### src/rtl/pipe_stage_reg.sv
// -----------------------------------------------------------------------------
// pipe_stage_reg
//
// Generic inter-stage pipeline register for the 5-stage MIPS core (IF/ID,
// ID/EX, EX/MEM, MEM/WB). It carries a control vector, a destination register
// index and NUM_WORDS data words, with valid/ready flow control on both sides.
//
// A two-entry skid buffer (main + skid) lets in_ready be a register. A stall
// from downstream therefore never forms a combinational path to upstream.
// When the output slot is empty, every output field reads as zero, so an
// empty slot presents a NOP bubble (RegWrite = MemWrite = 0).
//
// Parameters
//   DATA_W     width of each data word
//   NUM_WORDS  number of data words carried
//   CTRL_W     control vector width
//   DEST_W     destination register index width
//
// Ports
//   clock      in   rising-edge clock
//   reset      in   synchronous, active-high reset
//   flush      in   discard all held entries and the current input
//   in_valid   in   upstream presents a valid instruction
//   in_ready   out  stage can accept (registered)
//   in_ctrl    in   control bits
//   in_dest    in   destination register
//   in_data    in   data words; word k = [k*DATA_W +: DATA_W]
//   out_valid  out  output slot holds a valid instruction
//   out_ready  in   downstream accepts
//   out_ctrl   out  control bits, 0 when out_valid = 0
//   out_dest   out  destination register, 0 when out_valid = 0
//   out_data   out  data words, 0 when out_valid = 0
//   occupancy  out  number of held entries (0, 1 or 2)
//   stall_count out [15:0] saturating count of cycles with out_valid=1 and
//                   out_ready=0; present only when PIPE_STAGE_STATS_EN is
//                   defined. Cleared by reset, kept across flush.
//
// Build option
//   PIPE_STAGE_STATS_EN  adds the stall_count port and its counter.
// -----------------------------------------------------------------------------
module pipe_stage_reg #(
  parameter int DATA_W    = 32,
  parameter int NUM_WORDS = 3,
  parameter int CTRL_W    = 12,
  parameter int DEST_W    = 5
) (
  input  logic                        clock,
  input  logic                        reset,
  input  logic                        flush,
  input  logic                        in_valid,
  output logic                        in_ready,
  input  logic [CTRL_W-1:0]           in_ctrl,
  input  logic [DEST_W-1:0]           in_dest,
  input  logic [NUM_WORDS*DATA_W-1:0] in_data,
  output logic                        out_valid,
  input  logic                        out_ready,
  output logic [CTRL_W-1:0]           out_ctrl,
  output logic [DEST_W-1:0]           out_dest,
  output logic [NUM_WORDS*DATA_W-1:0] out_data,
  output logic [1:0]                  occupancy
`ifdef PIPE_STAGE_STATS_EN
  ,
  output logic [15:0]                 stall_count
`endif
);

  // Occupancy doubles as the state encoding, so the occupancy port is the
  // state register itself.
  typedef enum logic [1:0] {
    S_EMPTY = 2'd0,  // nothing held
    S_HALF  = 2'd1,  // main valid
    S_FULL  = 2'd2   // main and skid valid
  } state_t;

  state_t                        r_state;
  state_t                        w_state_next;
  logic                          r_in_ready;

  logic [CTRL_W-1:0]             r_main_ctrl;
  logic [DEST_W-1:0]             r_main_dest;
  logic [NUM_WORDS*DATA_W-1:0]   r_main_data;
  logic [CTRL_W-1:0]             r_skid_ctrl;
  logic [DEST_W-1:0]             r_skid_dest;
  logic [NUM_WORDS*DATA_W-1:0]   r_skid_data;

  logic                          w_main_valid;
  logic                          w_accept;
  logic                          w_emit;
  logic                          w_main_from_in;
  logic                          w_main_from_skid;
  logic                          w_skid_from_in;

  assign w_main_valid = (r_state != S_EMPTY);
  // in_ready is 0 in FULL, so an accept can only happen in EMPTY or HALF.
  assign w_accept     = in_valid & r_in_ready;
  assign w_emit       = w_main_valid & out_ready;

  // ---------------------------------------------------------------------------
  // Next-state and payload-steering decode
  // ---------------------------------------------------------------------------
  always_comb begin
    // NOTE: every signal driven here gets a default first, so no path through
    // the case statement leaves one unassigned and no latch is inferred.
    w_state_next     = r_state;
    w_main_from_in   = 1'b0;
    w_main_from_skid = 1'b0;
    w_skid_from_in   = 1'b0;

    unique case (r_state)
      S_EMPTY: begin
        if (w_accept) begin
          w_state_next   = S_HALF;
          w_main_from_in = 1'b1;
        end
      end
      S_HALF: begin
        if (w_accept && w_emit) begin
          // Main leaves and is replaced by the incoming entry in the same cycle.
          w_main_from_in = 1'b1;
        end else if (w_accept) begin
          // Main is stalled; park the new entry behind it.
          w_state_next   = S_FULL;
          w_skid_from_in = 1'b1;
        end else if (w_emit) begin
          w_state_next   = S_EMPTY;
        end
      end
      S_FULL: begin
        if (w_emit) begin
          w_state_next     = S_HALF;
          w_main_from_skid = 1'b1;
        end
      end
      default: begin
        w_state_next = S_EMPTY;
      end
    endcase

    // Flush drops everything held plus whatever is being accepted right now.
    // An emit in this cycle has already been seen downstream and completes.
    if (flush) begin
      w_state_next     = S_EMPTY;
      w_main_from_in   = 1'b0;
      w_main_from_skid = 1'b0;
      w_skid_from_in   = 1'b0;
    end
  end

  // ---------------------------------------------------------------------------
  // State and registered in_ready
  // ---------------------------------------------------------------------------
  always_ff @(posedge clock) begin
    // NOTE: sequential state uses non-blocking assignments so that every
    // register samples the pre-edge values of the others, whatever the order.
    if (reset) begin
      r_state    <= S_EMPTY;
      r_in_ready <= 1'b0;
    end else begin
      r_state    <= w_state_next;
      r_in_ready <= (w_state_next != S_FULL);
    end
  end

  // ---------------------------------------------------------------------------
  // Payload registers
  // ---------------------------------------------------------------------------
  always_ff @(posedge clock) begin
    // NOTE: the payload registers are cleared on reset even though the output
    // gating already hides them; this keeps them from holding stale values
    // that would be visible in debug or in a downstream bypass.
    if (reset) begin
      r_main_ctrl <= '0;
      r_main_dest <= '0;
      r_main_data <= '0;
      r_skid_ctrl <= '0;
      r_skid_dest <= '0;
      r_skid_data <= '0;
    end else begin
      if (w_main_from_in) begin
        r_main_ctrl <= in_ctrl;
        r_main_dest <= in_dest;
        r_main_data <= in_data;
      end else if (w_main_from_skid) begin
        r_main_ctrl <= r_skid_ctrl;
        r_main_dest <= r_skid_dest;
        r_main_data <= r_skid_data;
      end

      if (w_skid_from_in) begin
        r_skid_ctrl <= in_ctrl;
        r_skid_dest <= in_dest;
        r_skid_data <= in_data;
      end
    end
  end

  // ---------------------------------------------------------------------------
  // Outputs: an empty slot reads as an all-zero NOP
  // ---------------------------------------------------------------------------
  assign in_ready  = r_in_ready;
  assign out_valid = w_main_valid;
  assign out_ctrl  = w_main_valid ? r_main_ctrl : '0;
  assign out_dest  = w_main_valid ? r_main_dest : '0;
  assign out_data  = w_main_valid ? r_main_data : '0;
  assign occupancy = r_state;

`ifdef PIPE_STAGE_STATS_EN
  // ---------------------------------------------------------------------------
  // Saturating downstream-stall counter
  // ---------------------------------------------------------------------------
  logic [15:0] r_stall_count;

  always_ff @(posedge clock) begin
    if (reset) begin
      r_stall_count <= '0;
    end else if (w_main_valid && !out_ready && (r_stall_count != 16'hFFFF)) begin
      r_stall_count <= r_stall_count + 16'd1;
    end
  end

  assign stall_count = r_stall_count;
`endif

endmodule

### config.mk
export PLATFORM = sky130hd
export DESIGN_NAME = pipe_stage_reg
export DESIGN_NICKNAME = d
export VERILOG_FILES = /design/src/rtl/pipe_stage_reg.sv
export SDC_FILE = /design/constraint.sdc
export NUM_CORES = 1
export LEC_CHECK = 0
export ABC_AREA = 1
export CAP_MARGIN = 30
export CORE_ASPECT_RATIO = 1.5
export CORE_MARGIN = 2
export CORE_UTILIZATION = 45
export DETAILED_ROUTE_END_ITERATION = 8
export GPL_TIMING_DRIVEN = 0
export PLACE_DENSITY = 0.7
export SYNTH_ARGS = -nofsm -noshare
export SYNTH_HDL_FRONTEND = slang
export SYNTH_SLANG_ARGS = --single-unit
### constraint.sdc
create_clock -name clock -period 1.8 [get_ports clock]
set_clock_uncertainty 0.2 [all_clocks]
set_input_delay 0.18 -clock clock [delete_from_list [all_inputs] [get_ports clock]]
set_output_delay 0.18 -clock clock [all_outputs]
set_load 0.01 [all_outputs]
# After elaboration in Yosys (flattened, before gate mapping)
# Cells that the tools add are included.
# totals
in_bits	118
out_inout_bits	117
wordCells	43
ff_bits	229
# classes
muxes	26
bitwise_logic	2
reduce_logical	4
eq_ne	3
# ops
cell	count
$mux W96	3
$mux W12	3
$mux W5	3
$mux W2	6
$mux W1	9
$pmux W2 S3	1
$reduce_bool A2 Y1	2
$and A1 B1 Y1	2
$eq A2 B1 Y1 const B	1
$eq A2 B2 Y1 const B	1
$logic_not A2 Y1	1
$ne A2 B2 Y1 const B	1
$pmux W1 S2	1
$logic_and A1 B1 Y1	1

# Longest topological paths before layout
# logic_depth
depth_word	8
ltp_mapped	10
ltp_nobuf	7

# Worst setup path before layout
# No wires, ideal clock.
# synth_path
kind	reg-to-output
from	reg r_state[1] (netlist: occupancy[1])
to	out out_data[25]
t_required_ps	1420
path_slack_ps	156
n_path_buf	3
stages_incl_launch_ff	6
arrival_time_ps	1264
path_cell_list	dfxtp_1 -> buf_6 -> nor2_1 -> clkbuf_1 -> buf_2 -> nor2_1
# synth_via
elab_chain_cells	2
# synth_rtl
element	line_no	rtl
start: declaration	75	state_t r_state;
start signal: assignment	159	r_state <= w_state_next;
$reduce_bool A2 Y1	93	assign w_main_valid = (r_state != S_EMPTY);
$mux W96	204	assign out_data = w_main_valid ? r_main_data : '0;
end: declaration	59	output logic [NUM_WORDS*DATA_W-1:0] out_data,
# No other way between the ends.

# Final worst setup path
# layout_path
from	reg r_state[1] (netlist: occupancy[1])
to	out out_data[73]
# The elaborated chain is that of the path after synthesis.

==> key figures <==
Global route
  • Gr usage total: 26.84%
  • First-pass GRT wire length: 60.19 mm
  • Number of global-route vias before repair: 12370
  • Grt ovf: 0
  • Largest net degree at the start of global routing: 13
  • Initial antenna violation count: 3

Power and ir drop
  • Final Power: 12360 uW
  • Maximum VDD drop: 0.0007600 V
  • Leakage: 0.009462 uW
  • Cell Pwr Density: 645.4 mW/mm2

Synthesis
  • Syn Inst Count: 1980
  • Synthesized net count: 2098
  • Post-synthesis register bit count: 229
  • Top cell type by total area after synthesis: dfxtp_1
  • Netlist cell types: 19
  • Largest cells by area after synthesis: dfxtp_1, inv_1, nand3_1, nand2_1, nor2_1
  • Synth warn: 0
  • Sequential fraction of the synthesis area: 37.84%
  • Syn Std Cell Area: 0.01212 mm2
  • Post-synth top area share: 37.84%
  • Syn_area_per_cell: 6.120 um2

Layout
  • Commonest non-fill, non-tap cells in the layout: inv_1, nand2_1, nand3_1
  • Nets: 2445
  • Area grow syn2layout: 58.00%
  • Most common cell after layout, fill and taps aside: inv_1
  • Share of cells above drive strength 1: 26.74%

Clock network
  • Clock Pin Slew Worst Setup and Hold Paths: 0.06 ns
  • CTS Sinks: 229
  • CTS Hold Bufs: 0
  • Clock Tree Buf Depth: 3
  • CTS tree: built
  • H-tree levels: 1
  • Clock latency on the worst-skew pair: 0.53 ns
  • CTS Root Cell: clkbuf_16
  • Total CTS buffers: 24

Floorplan
  • Initial core utilization: 45.74%
  • Die footprint: 0.02828 mm2
  • Die Y: 205.0 um
  • Core Box Area: 0.02649 mm2
  • DIE WIDTH: 138.0 um
  • Io pins: 235
  • Placement Rows: 73

Timing
  • Final setup TNS: -89.81 ns
  • Fin crit share: 122.1%
  • Worst hold margin: 0.05880 ns
  • Tmin final: 2.197 ns
  • Hold Fails Final Rpt: 0
  • Final setup vio count: 344
  • Max-Slew Margin vs Limit: 52.27%
  • Final max-slew violation count: 0
  • Slew @ Worst Pin: 0.7160 ns
  • F_max: 455.2 MHz
  • Slack of the critical path: -0.3970 ns
  • RSZ-0062 raised after global routing: true

Worst setup path
  • CP dominant cell by count: buf_6
  • WP data required: 1.42 ns
  • Slowest-stage cell, CP: dfxtp_2
  • Setup crit start kind: register
  • Setup crit start: occupancy[1]
  • Element type at the critical path end: primary output
  • Crit-path cells: buf_6, nor2_4, buf_12, clkbuf_16, buf_8, buf_6, nor2_4, buf_6
  • Worst flop-to-flop path endpoint: r_skid_data[21]
  • Crit Path Class: register to primary output
  • Worst R2R Path Depth: 12
  • Critical path arrival: 1.82 ns
  • Register-to-register path setup slack: -0.39 ns
  • CP max FO: 6
  • Reg2reg start: occupancy[1]
  • Max incr delay on CP: 0.32 ns
  • Critical Path Sink: out_data[73]

Place
  • I/O Buffers: 233
  • GPL Wtd Cong: 0.8594
  • Hpwl dp: 27.53 mm

Routing
  • Vias: 13660
  • DRT Pass-1 Iters: 5
  • DR DRC count: 0
  • Routed len/inst: 16.50 um
  • Routed wire length: 44.22 mm
  • Via density: 5.098
  • Iteration-0 DRC Markers: 795
  • Routed Antenna Nets: 0

Min path
  • HP Class: input port to register
  • Hold path depth: 3

Status
  • Status: complete, but fails checks
  • Failing checks: negative setup slack

Job
  • Maxcap violations: 0
==> worst min-delay path by stage <==
stage / to / from / slack [ns]
floorplan: r_skid_ctrl[11] / in_ctrl[11] / 0.14
global placement: r_skid_data[64] / r_skid_data[64] / 0.25
detailed placement: r_skid_data[38] / r_skid_data[38] / 0.26
CTS: r_skid_data[14] / in_data[14] / 0.05
global route: r_skid_data[14] / in_data[14] / 0.07
finish: r_skid_data[14] / in_data[14] / 0.06
==> per-stage QoR <==
step | cell area, um2 | setup WS (ns) | utilization [%] | instances
global placement | 14870 | -1.307 | 56.14 | 2550
global route | 19140 | -0.4619 | 72.28 | 2680
floorplan | 12120 | 0.1563 | - | 1980
CTS | 16400 | -0.4189 | 61.92 | 2627
finish | 19140 | -0.3970 | 72.28 | 2680
detailed placement | 14870 | -1.301 | 56.14 | 2550
==> layout make-up <==
type / count / area, um2
Clock buffer: 39 / 738.2
Inverter: 455 / 1713
Antenna cell: 2 / 5.005
Tap cell: 337 / 421.7
Fill cell: 2087 / 7343
Multi-Input combinational cell: 1149 / 6618
Buffer: 139 / 1388
Clock inverter: 1 / 5.005
Sequential cell: 229 / 4587
Timing Repair Buffer: 329 / 3670
==> routing by layer <==
metal	vias up	wire, um	GRT usage, %
li1	6677	-	-
met1	6331	15890	28.66
met2	478	23290	49.88
met3	175	2309	3.341
met4	2	2726	14.98
met5	-	8	0
==> critical path, delay by kind of cell, from the launching register on <==
kind,cells,cell delay [ns]
AND/OR/NAND/NOR,2,0.16
flip-flops,1,0.32
buffers and inverters,6,0.79
==> cell families after synthesis <==
| family | count (synthesis) | share of synthesized area [%] |
|---|---|---|
| and+or+nand+nor | 921 | 32.43 |
| AOI/OAI and AO/OA | 228 | 9.418 |
| DFF | 229 | 37.84 |
| buffers and inverters | 602 | 20.31 |
==> Yosys cell counts, drive strengths merged <==
| master | instances |
|---|---|
| inv | 455 |
| buf | 103 |
| dfxtp | 229 |
| nor2 | 230 |
| nand2 | 344 |
| clkbuf | 44 |
| nand4 | 2 |
| nand3 | 341 |
| a21oi | 116 |
| o21ai | 112 |
| nor3 | 4 |
==> registers in the layout (all words and copies together), names as in the netlist <==
name and count:
r_main_dest 5, r_main_ctrl 12, r_main_data 96, r_skid_dest 5
occupancy 2, r_skid_data 96, r_skid_ctrl 12, in_ready 1
==> report_power, final <==
part	internal, uW	switching [uW]
Clock	2770	2090
Sequential	5220	44.2
Combinational	1020	1220
==> what timing repair did <==
| item | 4_1_cts | 5_1_grt |
|---|---|---|
| hold endpoints to repair | 0 | 0 |
| gates cloned | 11 | 29 |
| gates resized for setup | 562 | 573 |
| endpoints found under the setup margin | 302 | 344 |
| pin swaps | 8 | 103 |
| buffers inserted | 26 | 37 |
(Power assumes the default switching activity.)
